<file path="src/rtl/cve2_wb_stage_pkg.sv">
// cve2_wb_stage_pkg: shared types for the registered writeback stage
package cve2_wb_stage_pkg;

    // Upper bound on register-file write ports served by the stage
    localparam int MaxWrPorts = 2;

    typedef enum logic [1:0] {
        WB_IDLE     = 2'd0,
        WB_DATA     = 2'd1,
        WB_WAIT_LSU = 2'd2
    } wb_state_e;

    // One resident instruction; arrays sized for the widest configuration
    typedef struct packed {
        logic [MaxWrPorts-1:0][4:0]  waddr;
        logic [MaxWrPorts-1:0][31:0] wdata;
        logic [MaxWrPorts-1:0]       we;
        logic                        load;
        logic                        compressed;
        logic                        perf;
    } wb_entry_t;

endpackage

</file>
<file path="src/rtl/cve2_wb_stage_if.sv">
// cve2_wb_stage_if: ID/LSU-facing and register-file-facing signals of the writeback stage
interface cve2_wb_stage_if #(
    parameter int NumWrPorts = 2
);
    logic                        en_wb_i;
    logic                        wb_ready_o;
    logic                        instr_is_load_id_i;
    logic                        instr_is_compressed_id_i;
    logic                        instr_perf_count_id_i;
    logic [NumWrPorts-1:0][4:0]  rf_waddr_id_i;
    logic [NumWrPorts-1:0][31:0] rf_wdata_id_i;
    logic [NumWrPorts-1:0]       rf_we_id_i;
    logic                        lsu_resp_valid_i;
    logic                        lsu_resp_err_i;
    logic [31:0]                 rf_wdata_lsu_i;
    logic [NumWrPorts-1:0][4:0]  rf_waddr_wb_o;
    logic [NumWrPorts-1:0][31:0] rf_wdata_wb_o;
    logic [NumWrPorts-1:0]       rf_we_wb_o;
    logic [NumWrPorts-1:0]       fwd_valid_o;
    logic [NumWrPorts-1:0][4:0]  fwd_waddr_o;
    logic [NumWrPorts-1:0][31:0] fwd_wdata_o;
    logic                        perf_instr_ret_wb_o;
    logic                        perf_instr_ret_compressed_wb_o;
    logic                        wb_lsu_err_o;

    // Environment side: ID stage, LSU and register file
    modport master (
        output en_wb_i, instr_is_load_id_i, instr_is_compressed_id_i, instr_perf_count_id_i,
        output rf_waddr_id_i, rf_wdata_id_i, rf_we_id_i,
        output lsu_resp_valid_i, lsu_resp_err_i, rf_wdata_lsu_i,
        input  wb_ready_o, rf_waddr_wb_o, rf_wdata_wb_o, rf_we_wb_o,
        input  fwd_valid_o, fwd_waddr_o, fwd_wdata_o,
        input  perf_instr_ret_wb_o, perf_instr_ret_compressed_wb_o, wb_lsu_err_o
    );

    // Writeback stage side
    modport slave (
        input  en_wb_i, instr_is_load_id_i, instr_is_compressed_id_i, instr_perf_count_id_i,
        input  rf_waddr_id_i, rf_wdata_id_i, rf_we_id_i,
        input  lsu_resp_valid_i, lsu_resp_err_i, rf_wdata_lsu_i,
        output wb_ready_o, rf_waddr_wb_o, rf_wdata_wb_o, rf_we_wb_o,
        output fwd_valid_o, fwd_waddr_o, fwd_wdata_o,
        output perf_instr_ret_wb_o, perf_instr_ret_compressed_wb_o, wb_lsu_err_o
    );

endinterface

</file>
<file path="src/rtl/cve2_wb_stage.sv">
// cve2_wb_stage: single-entry registered writeback stage; define CVE2_WB_FWD_EN to expose the resident result for forwarding
module cve2_wb_stage
    import cve2_wb_stage_pkg::*;
#(
    parameter int NumWrPorts = 2
) (
    input logic           clk_i,
    input logic           rst_ni,
    cve2_wb_stage_if.slave wb
);

    wb_state_e state;
    wb_entry_t entry;
    wb_entry_t entry_d;
    logic      capture;
    logic      resp_ok;
    logic      resp_err;
    logic      complete;
    logic [NumWrPorts-1:0][4:0]  waddr;
    logic [NumWrPorts-1:0][31:0] wdata;
    logic [NumWrPorts-1:0]       we;

    assign resp_ok       = (state == WB_WAIT_LSU) & wb.lsu_resp_valid_i & ~wb.lsu_resp_err_i;
    assign resp_err      = (state == WB_WAIT_LSU) & wb.lsu_resp_valid_i & wb.lsu_resp_err_i;
    assign complete      = (state == WB_DATA) | ((state == WB_WAIT_LSU) & wb.lsu_resp_valid_i);
    assign wb.wb_ready_o = (state != WB_WAIT_LSU) | wb.lsu_resp_valid_i;
    assign capture       = wb.en_wb_i & wb.wb_ready_o;

    // Entry to capture: x0 writes and the upper ports of loads are squashed here
    always_comb begin
        entry_d            = '0;
        entry_d.load       = wb.instr_is_load_id_i;
        entry_d.compressed = wb.instr_is_compressed_id_i;
        entry_d.perf       = wb.instr_perf_count_id_i;
        for (int p = 0; p < NumWrPorts; p++) begin
            entry_d.waddr[p] = wb.rf_waddr_id_i[p];
            entry_d.wdata[p] = wb.rf_wdata_id_i[p];
            entry_d.we[p]    = wb.rf_we_id_i[p] & (wb.rf_waddr_id_i[p] != 5'd0)
                               & ~(wb.instr_is_load_id_i & (p != 0));
        end
    end

    // Stage register and FSM; a capture in the completion cycle overrides the return to idle
    always_ff @(posedge clk_i or negedge rst_ni) begin
        if (!rst_ni) begin
            state <= WB_IDLE;
            entry <= '0;
        end else if (capture) begin
            state <= entry_d.load ? WB_WAIT_LSU : WB_DATA;
            entry <= entry_d;
        end else if (complete) begin
            state <= WB_IDLE;
        end
    end

    // Register-file writes come only from the stage register and the LSU response
    always_comb begin
        for (int p = 0; p < NumWrPorts; p++) begin
            waddr[p] = ((state == WB_DATA) | (resp_ok & (p == 0))) ? entry.waddr[p] : 5'd0;
            wdata[p] = (state == WB_DATA) ? entry.wdata[p] :
                       (resp_ok & (p == 0)) ? wb.rf_wdata_lsu_i : 32'd0;
            we[p]    = ((state == WB_DATA) | (resp_ok & (p == 0))) & entry.we[p];
        end
    end

    assign wb.rf_waddr_wb_o                  = waddr;
    assign wb.rf_wdata_wb_o                  = wdata;
    assign wb.rf_we_wb_o                     = we;
    assign wb.perf_instr_ret_wb_o            = complete & entry.perf & ~resp_err;
    assign wb.perf_instr_ret_compressed_wb_o = complete & entry.perf & ~resp_err & entry.compressed;
    assign wb.wb_lsu_err_o                   = resp_err;

`ifdef CVE2_WB_FWD_EN
    assign wb.fwd_valid_o = we;
    assign wb.fwd_waddr_o = waddr;
    assign wb.fwd_wdata_o = wdata;
`else
    assign wb.fwd_valid_o = '0;
    assign wb.fwd_waddr_o = '0;
    assign wb.fwd_wdata_o = '0;
`endif

    // An LSU response is only expected while a load is resident
    a_stray_resp: assert property (@(posedge clk_i) disable iff (!rst_ni)
        wb.lsu_resp_valid_i |-> state == WB_WAIT_LSU);

    if (NumWrPorts == 2) begin : g_dual
        // Two enabled ports of one instruction must target different registers
        a_dup_addr: assert property (@(posedge clk_i) disable iff (!rst_ni)
            (capture & ~wb.instr_is_load_id_i & wb.rf_we_id_i[0] & wb.rf_we_id_i[1])
            |-> wb.rf_waddr_id_i[0] != wb.rf_waddr_id_i[1]);
    end

endmodule
</file>
<file path="src/flat_wrapper.sv">
// flat-port wrapper written by rule: the top's interface ports become plain ports
module cve2_wb_stage_flat import cve2_wb_stage_pkg::*;
#(
    parameter int NumWrPorts = 2
)
  (clk_i, rst_ni, wb_en_wb_i, wb_instr_is_load_id_i, wb_instr_is_compressed_id_i, wb_instr_perf_count_id_i, wb_rf_waddr_id_i, wb_rf_wdata_id_i, wb_rf_we_id_i, wb_lsu_resp_valid_i, wb_lsu_resp_err_i, wb_rf_wdata_lsu_i, wb_wb_ready_o, wb_rf_waddr_wb_o, wb_rf_wdata_wb_o, wb_rf_we_wb_o, wb_fwd_valid_o, wb_fwd_waddr_o, wb_fwd_wdata_o, wb_perf_instr_ret_wb_o, wb_perf_instr_ret_compressed_wb_o, wb_wb_lsu_err_o);
  cve2_wb_stage_if #(.NumWrPorts(NumWrPorts)) wb_i ();
  input logic clk_i;
  input logic rst_ni;
  input wire logic [$bits(wb_i.en_wb_i)-1:0] wb_en_wb_i;
  input wire logic [$bits(wb_i.instr_is_load_id_i)-1:0] wb_instr_is_load_id_i;
  input wire logic [$bits(wb_i.instr_is_compressed_id_i)-1:0] wb_instr_is_compressed_id_i;
  input wire logic [$bits(wb_i.instr_perf_count_id_i)-1:0] wb_instr_perf_count_id_i;
  input wire logic [$bits(wb_i.rf_waddr_id_i)-1:0] wb_rf_waddr_id_i;
  input wire logic [$bits(wb_i.rf_wdata_id_i)-1:0] wb_rf_wdata_id_i;
  input wire logic [$bits(wb_i.rf_we_id_i)-1:0] wb_rf_we_id_i;
  input wire logic [$bits(wb_i.lsu_resp_valid_i)-1:0] wb_lsu_resp_valid_i;
  input wire logic [$bits(wb_i.lsu_resp_err_i)-1:0] wb_lsu_resp_err_i;
  input wire logic [$bits(wb_i.rf_wdata_lsu_i)-1:0] wb_rf_wdata_lsu_i;
  output wire logic [$bits(wb_i.wb_ready_o)-1:0] wb_wb_ready_o;
  output wire logic [$bits(wb_i.rf_waddr_wb_o)-1:0] wb_rf_waddr_wb_o;
  output wire logic [$bits(wb_i.rf_wdata_wb_o)-1:0] wb_rf_wdata_wb_o;
  output wire logic [$bits(wb_i.rf_we_wb_o)-1:0] wb_rf_we_wb_o;
  output wire logic [$bits(wb_i.fwd_valid_o)-1:0] wb_fwd_valid_o;
  output wire logic [$bits(wb_i.fwd_waddr_o)-1:0] wb_fwd_waddr_o;
  output wire logic [$bits(wb_i.fwd_wdata_o)-1:0] wb_fwd_wdata_o;
  output wire logic [$bits(wb_i.perf_instr_ret_wb_o)-1:0] wb_perf_instr_ret_wb_o;
  output wire logic [$bits(wb_i.perf_instr_ret_compressed_wb_o)-1:0] wb_perf_instr_ret_compressed_wb_o;
  output wire logic [$bits(wb_i.wb_lsu_err_o)-1:0] wb_wb_lsu_err_o;
  assign wb_i.en_wb_i = wb_en_wb_i;
  assign wb_i.instr_is_load_id_i = wb_instr_is_load_id_i;
  assign wb_i.instr_is_compressed_id_i = wb_instr_is_compressed_id_i;
  assign wb_i.instr_perf_count_id_i = wb_instr_perf_count_id_i;
  assign wb_i.rf_waddr_id_i = wb_rf_waddr_id_i;
  assign wb_i.rf_wdata_id_i = wb_rf_wdata_id_i;
  assign wb_i.rf_we_id_i = wb_rf_we_id_i;
  assign wb_i.lsu_resp_valid_i = wb_lsu_resp_valid_i;
  assign wb_i.lsu_resp_err_i = wb_lsu_resp_err_i;
  assign wb_i.rf_wdata_lsu_i = wb_rf_wdata_lsu_i;
  assign wb_wb_ready_o = wb_i.wb_ready_o;
  assign wb_rf_waddr_wb_o = wb_i.rf_waddr_wb_o;
  assign wb_rf_wdata_wb_o = wb_i.rf_wdata_wb_o;
  assign wb_rf_we_wb_o = wb_i.rf_we_wb_o;
  assign wb_fwd_valid_o = wb_i.fwd_valid_o;
  assign wb_fwd_waddr_o = wb_i.fwd_waddr_o;
  assign wb_fwd_wdata_o = wb_i.fwd_wdata_o;
  assign wb_perf_instr_ret_wb_o = wb_i.perf_instr_ret_wb_o;
  assign wb_perf_instr_ret_compressed_wb_o = wb_i.perf_instr_ret_compressed_wb_o;
  assign wb_wb_lsu_err_o = wb_i.wb_lsu_err_o;
  cve2_wb_stage #(.NumWrPorts(NumWrPorts)) u_core (.clk_i(clk_i), .rst_ni(rst_ni), .wb(wb_i));
endmodule
</file>
<file path="config.mk">
export PLATFORM = sky130hd
export DESIGN_NAME = cve2_wb_stage_flat
export DESIGN_NICKNAME = d
export VERILOG_FILES = /design/src/rtl/cve2_wb_stage_pkg.sv /design/src/rtl/cve2_wb_stage_if.sv /design/src/rtl/cve2_wb_stage.sv /design/src/flat_wrapper.sv
export SDC_FILE = /design/constraint.sdc
export NUM_CORES = 1
export LEC_CHECK = 0
export CORE_MARGIN = 10
export CORE_UTILIZATION = 38
export CTS_BUF_LIST = sky130_fd_sc_hd__clkbuf_4
export DETAILED_ROUTE_END_ITERATION = 16
export PLACE_DENSITY_LB_ADDON = 0.05
export SLEW_MARGIN = 5
export SYNTH_ARGS = -nofsm -noshare
export SYNTH_HDL_FRONTEND = slang
export SYNTH_SLANG_ARGS = --single-unit
</file>
<file path="constraint.sdc">
create_clock -name clk_i -period 1.9 [get_ports clk_i]
set_input_delay 0.38 -clock clk_i [delete_from_list [all_inputs] [get_ports clk_i]]
set_output_delay 0.38 -clock clk_i [all_outputs]
set_load 0.02 [all_outputs]
</file>
==> results.toml <==
[critical_path]
crit_end = "wb_rf_wdata_wb_o[6]"
r2r-start = "u_core.state[0]"
max_stage_delay_ns = 0.47
start_kind = "register"
crit_chain = "nor4bb_4 > buf_6 > buf_12 > a22o_1 > buf_6"
cpMaxStageDelayCell = "dfrtp_2"
timing.rr.end = "u_core.entry[11]"
required_ns = 1.52
setup.worst_path.class = "reg -> out"
cp.depth = 5
reg2reg_slack_ns = -0.07
cpMostUsedCell = "buf_6"
critPathTopFamily = "flip-flops"
cp_max_fo = 20
critPathBufInv = 3
r2r_cells = 7
startpoint = "u_core.state[0]"
endpoint_kind = "primary output"
cp_data_arrival_time_ns = 1.82

[worst_hold_path]
hp-class = "in -> async"

[synth]
synth_largest_area_cell = "dfrtp_1"
synth.mux.area_fraction_pct = 21.0
mappedNetlistArea_mm2 = 0.00430
synth_xor_area_share_pct = 0
seq_area_frac_synth_pct = 46.6
synth_top_family_by_area = "multiplexers"
synthCells = 349
synth-simple-area-share_pct = 8.74
yosysUniqueCellTypes = 23
synthAdderAreaFrac_pct = 0
ys_seq_elements = 80
synth_compound_area_share_pct = 7.17
postSynthAreaPerCell_um2 = 12.3
synth_top_area_share_pct = 46.6
synth.area.top_cells = "dfrtp_1 (47%), mux2_2 (18%), buf_4 (14%)"
ys_warn_count = 0

[placement]
place_congestion = 0.770
portBuffers = 195
hpwl_um = 10200
place_inst = 677
place_ws_ns = -0.864

[floorplan]
core-area_mm2 = 0.0109
ioPinCount = 272
die_h_um = 126
die_width_um = 126
start_util_pct = 39.3
dieArea_mm2 = 0.0160
rows = 38

[route]
drtIter0Drc = 84
postRouteAntennaNets = 0
drc = 0
vias = 3319
via_per_inst = 4.57
dr.pass1.iters = 4
wl_per_cell_um = 21.4
drt-total-wl_um = 15500

[finish]
final_nets = 698
drive_above_1_share_pct = 45.6
multiInputGateArea_mm2 = 0.00234
final_common_cell = "clkdlybuf4s50_1"
seq_area_mm2 = 0.00200
final_cell_mix = "clkdlybuf4s50_1 (114), buf_6 (83), dfrtp_1 (79)"
antenna-diode-count = 0
fill_cells = 830
instances_no_fill = 726
area_growth_pct = 75.4

[cts]
clkSinkCount = 80
clk_latency_ns = 0.42
htreeDepth = 3
clk_pin_slew_worst_paths_ns = 0.13
root_buffer = "clkbuf_4"
cts_tree = "yes"
cts_buffers = 9
cts_buffer_depth = 2

[power]
swShare_pct = 28.7
ir_drop_v = 0.000452
p_clk_share_pct = 24.0
power_frac_comb_pct = 36.7
p_per_area_mw_per_mm2 = 703
p_leak_uw = 0.00364
seq_power_share_pct = 39.4
power.internal_uw = 3780
power_switching_uw = 1520

[status]
failed_checks = "setup timing"
status = "finished, violations left"

[sta]
period_share_pct = 116
slew_headroom_pct = 56.9
tns_ns = -17.72
fin_ws_ns = -0.304
finalHoldViolations = 0
finalMaxSlewViolations = 0
tightestPinTransition_ns = 0.645
fmax_mhz = 454
whs_ns = 0.512
rsz0062_at_grt = "true"
setup_viol = 104
final.min_clock_period_ns = 2.20
finalClockSkew_ns = 0.0140

[global_routing]
overflow = 0
antenna_found_initial = 0
grt_pass1_vias = 3423
grt_max_degree = 81
grt_usage_pct = 16.9
grt_pass1_wl_um = 21400

[run]
maxCapViolCount = 0
## cells by family after synthesis
family          Yosys count
flops                    80
other cells               1
simple gates             57
buf+inv                  97
compound gates           36
mux                      78
## area by class of cell
type	count	area share [%]
Clock inverter	4	1.25
Timing Repair Buffer	241	37.6
Multi-Input combinational cell	249	31.1
Inverter	1	0.0498
Clock buffer	11	1.10
Sequential cell	80	26.6
Tap cell	140	2.32
## state kept, by name (all words and copies together) (netlist names)
name          count
u_core.state      2
u_core.entry     78
## cell usage after synthesis
cell type  number
mux2_4          7
and2_1         38
nor4bb_1        1
or3b_4          1
o21ai_0         2
o2bb2ai_1       1
nand4b_1        1
and4b_1         1
mux2_2         69
buf_4          82
nor2_1          3
mux2i_1         2
nor2b_1         7
nand3b_1        1
dfrtp_1        80
conb_1          1
inv_1           1
nand2_4         1
clkbuf_1       12
and3b_1         1
or4_1           2
buf_12          2
a22o_1         33
## worst register-to-register path: cells and delay by family, from the launching register on
family	cells	cell delay (ns)
simple gates	2	0.52
flops	1	0.47
mux	1	0.30
buf+inv	4	0.57
## timing repair
| action | 4_1_cts | 5_1_grt |
|---|---|---|
| pin swaps | 25 | 19 |
| setup endpoints to repair | 113 | 157 |
| cloned | 8 | 11 |
| buffers inserted | 13 | 8 |
| hold buffers | 1 | 0 |
| endpoints found under the hold margin | 80 | 0 |
| resized for setup | 540 | 97 |
## power by group through the flow
stage	clock network, uW	logic (uW)	registers (uW)
2_1_floorplan	0	896	2050
3_3_place_gp	0	1380	2080
3_5_place_dp	0	1400	2090
4_1_cts	1310	1680	2060
5_1_grt	1390	2050	2110
6_report	1270	1940	2080
## worst min-delay path by stage
stage,start,to,slack (ns)
2_1_floorplan,rst_ni,u_core.entry[0],0.08
3_3_place_gp,rst_ni,u_core.entry[28],0.45
3_5_place_dp,rst_ni,u_core.entry[28],0.45
4_1_cts,wb_rf_we_id_i[0],u_core.entry[3],0.48
5_1_grt,wb_rf_we_id_i[0],u_core.entry[3],0.50
6_report,rst_ni,u_core.entry[28],0.51
## layer usage
metal / GRT usage [%] / wire, um / up-vias
met2: 27.1 / 7480 / 150
met5: 0 / 0 / -
met1: 20.1 / 6450 / 1636
met3: 7.08 / 1460 / 10
li1: - / - / 1523
met4: 5.02 / 119 / 0
## metrics by stage
step | cell area (um2) | power [uW] | utilization [%]
global route | 7540 | 5550 | 68.9
finish | 7540 | 5300 | 68.9
global placement | 6180 | 3460 | 56.5
detailed placement | 6180 | 3490 | 56.5
floorplan | 4580 | 2940 | -
CTS | 7000 | 5060 | 64.1
No activity file was read; power rests on OpenSTA's default activity.
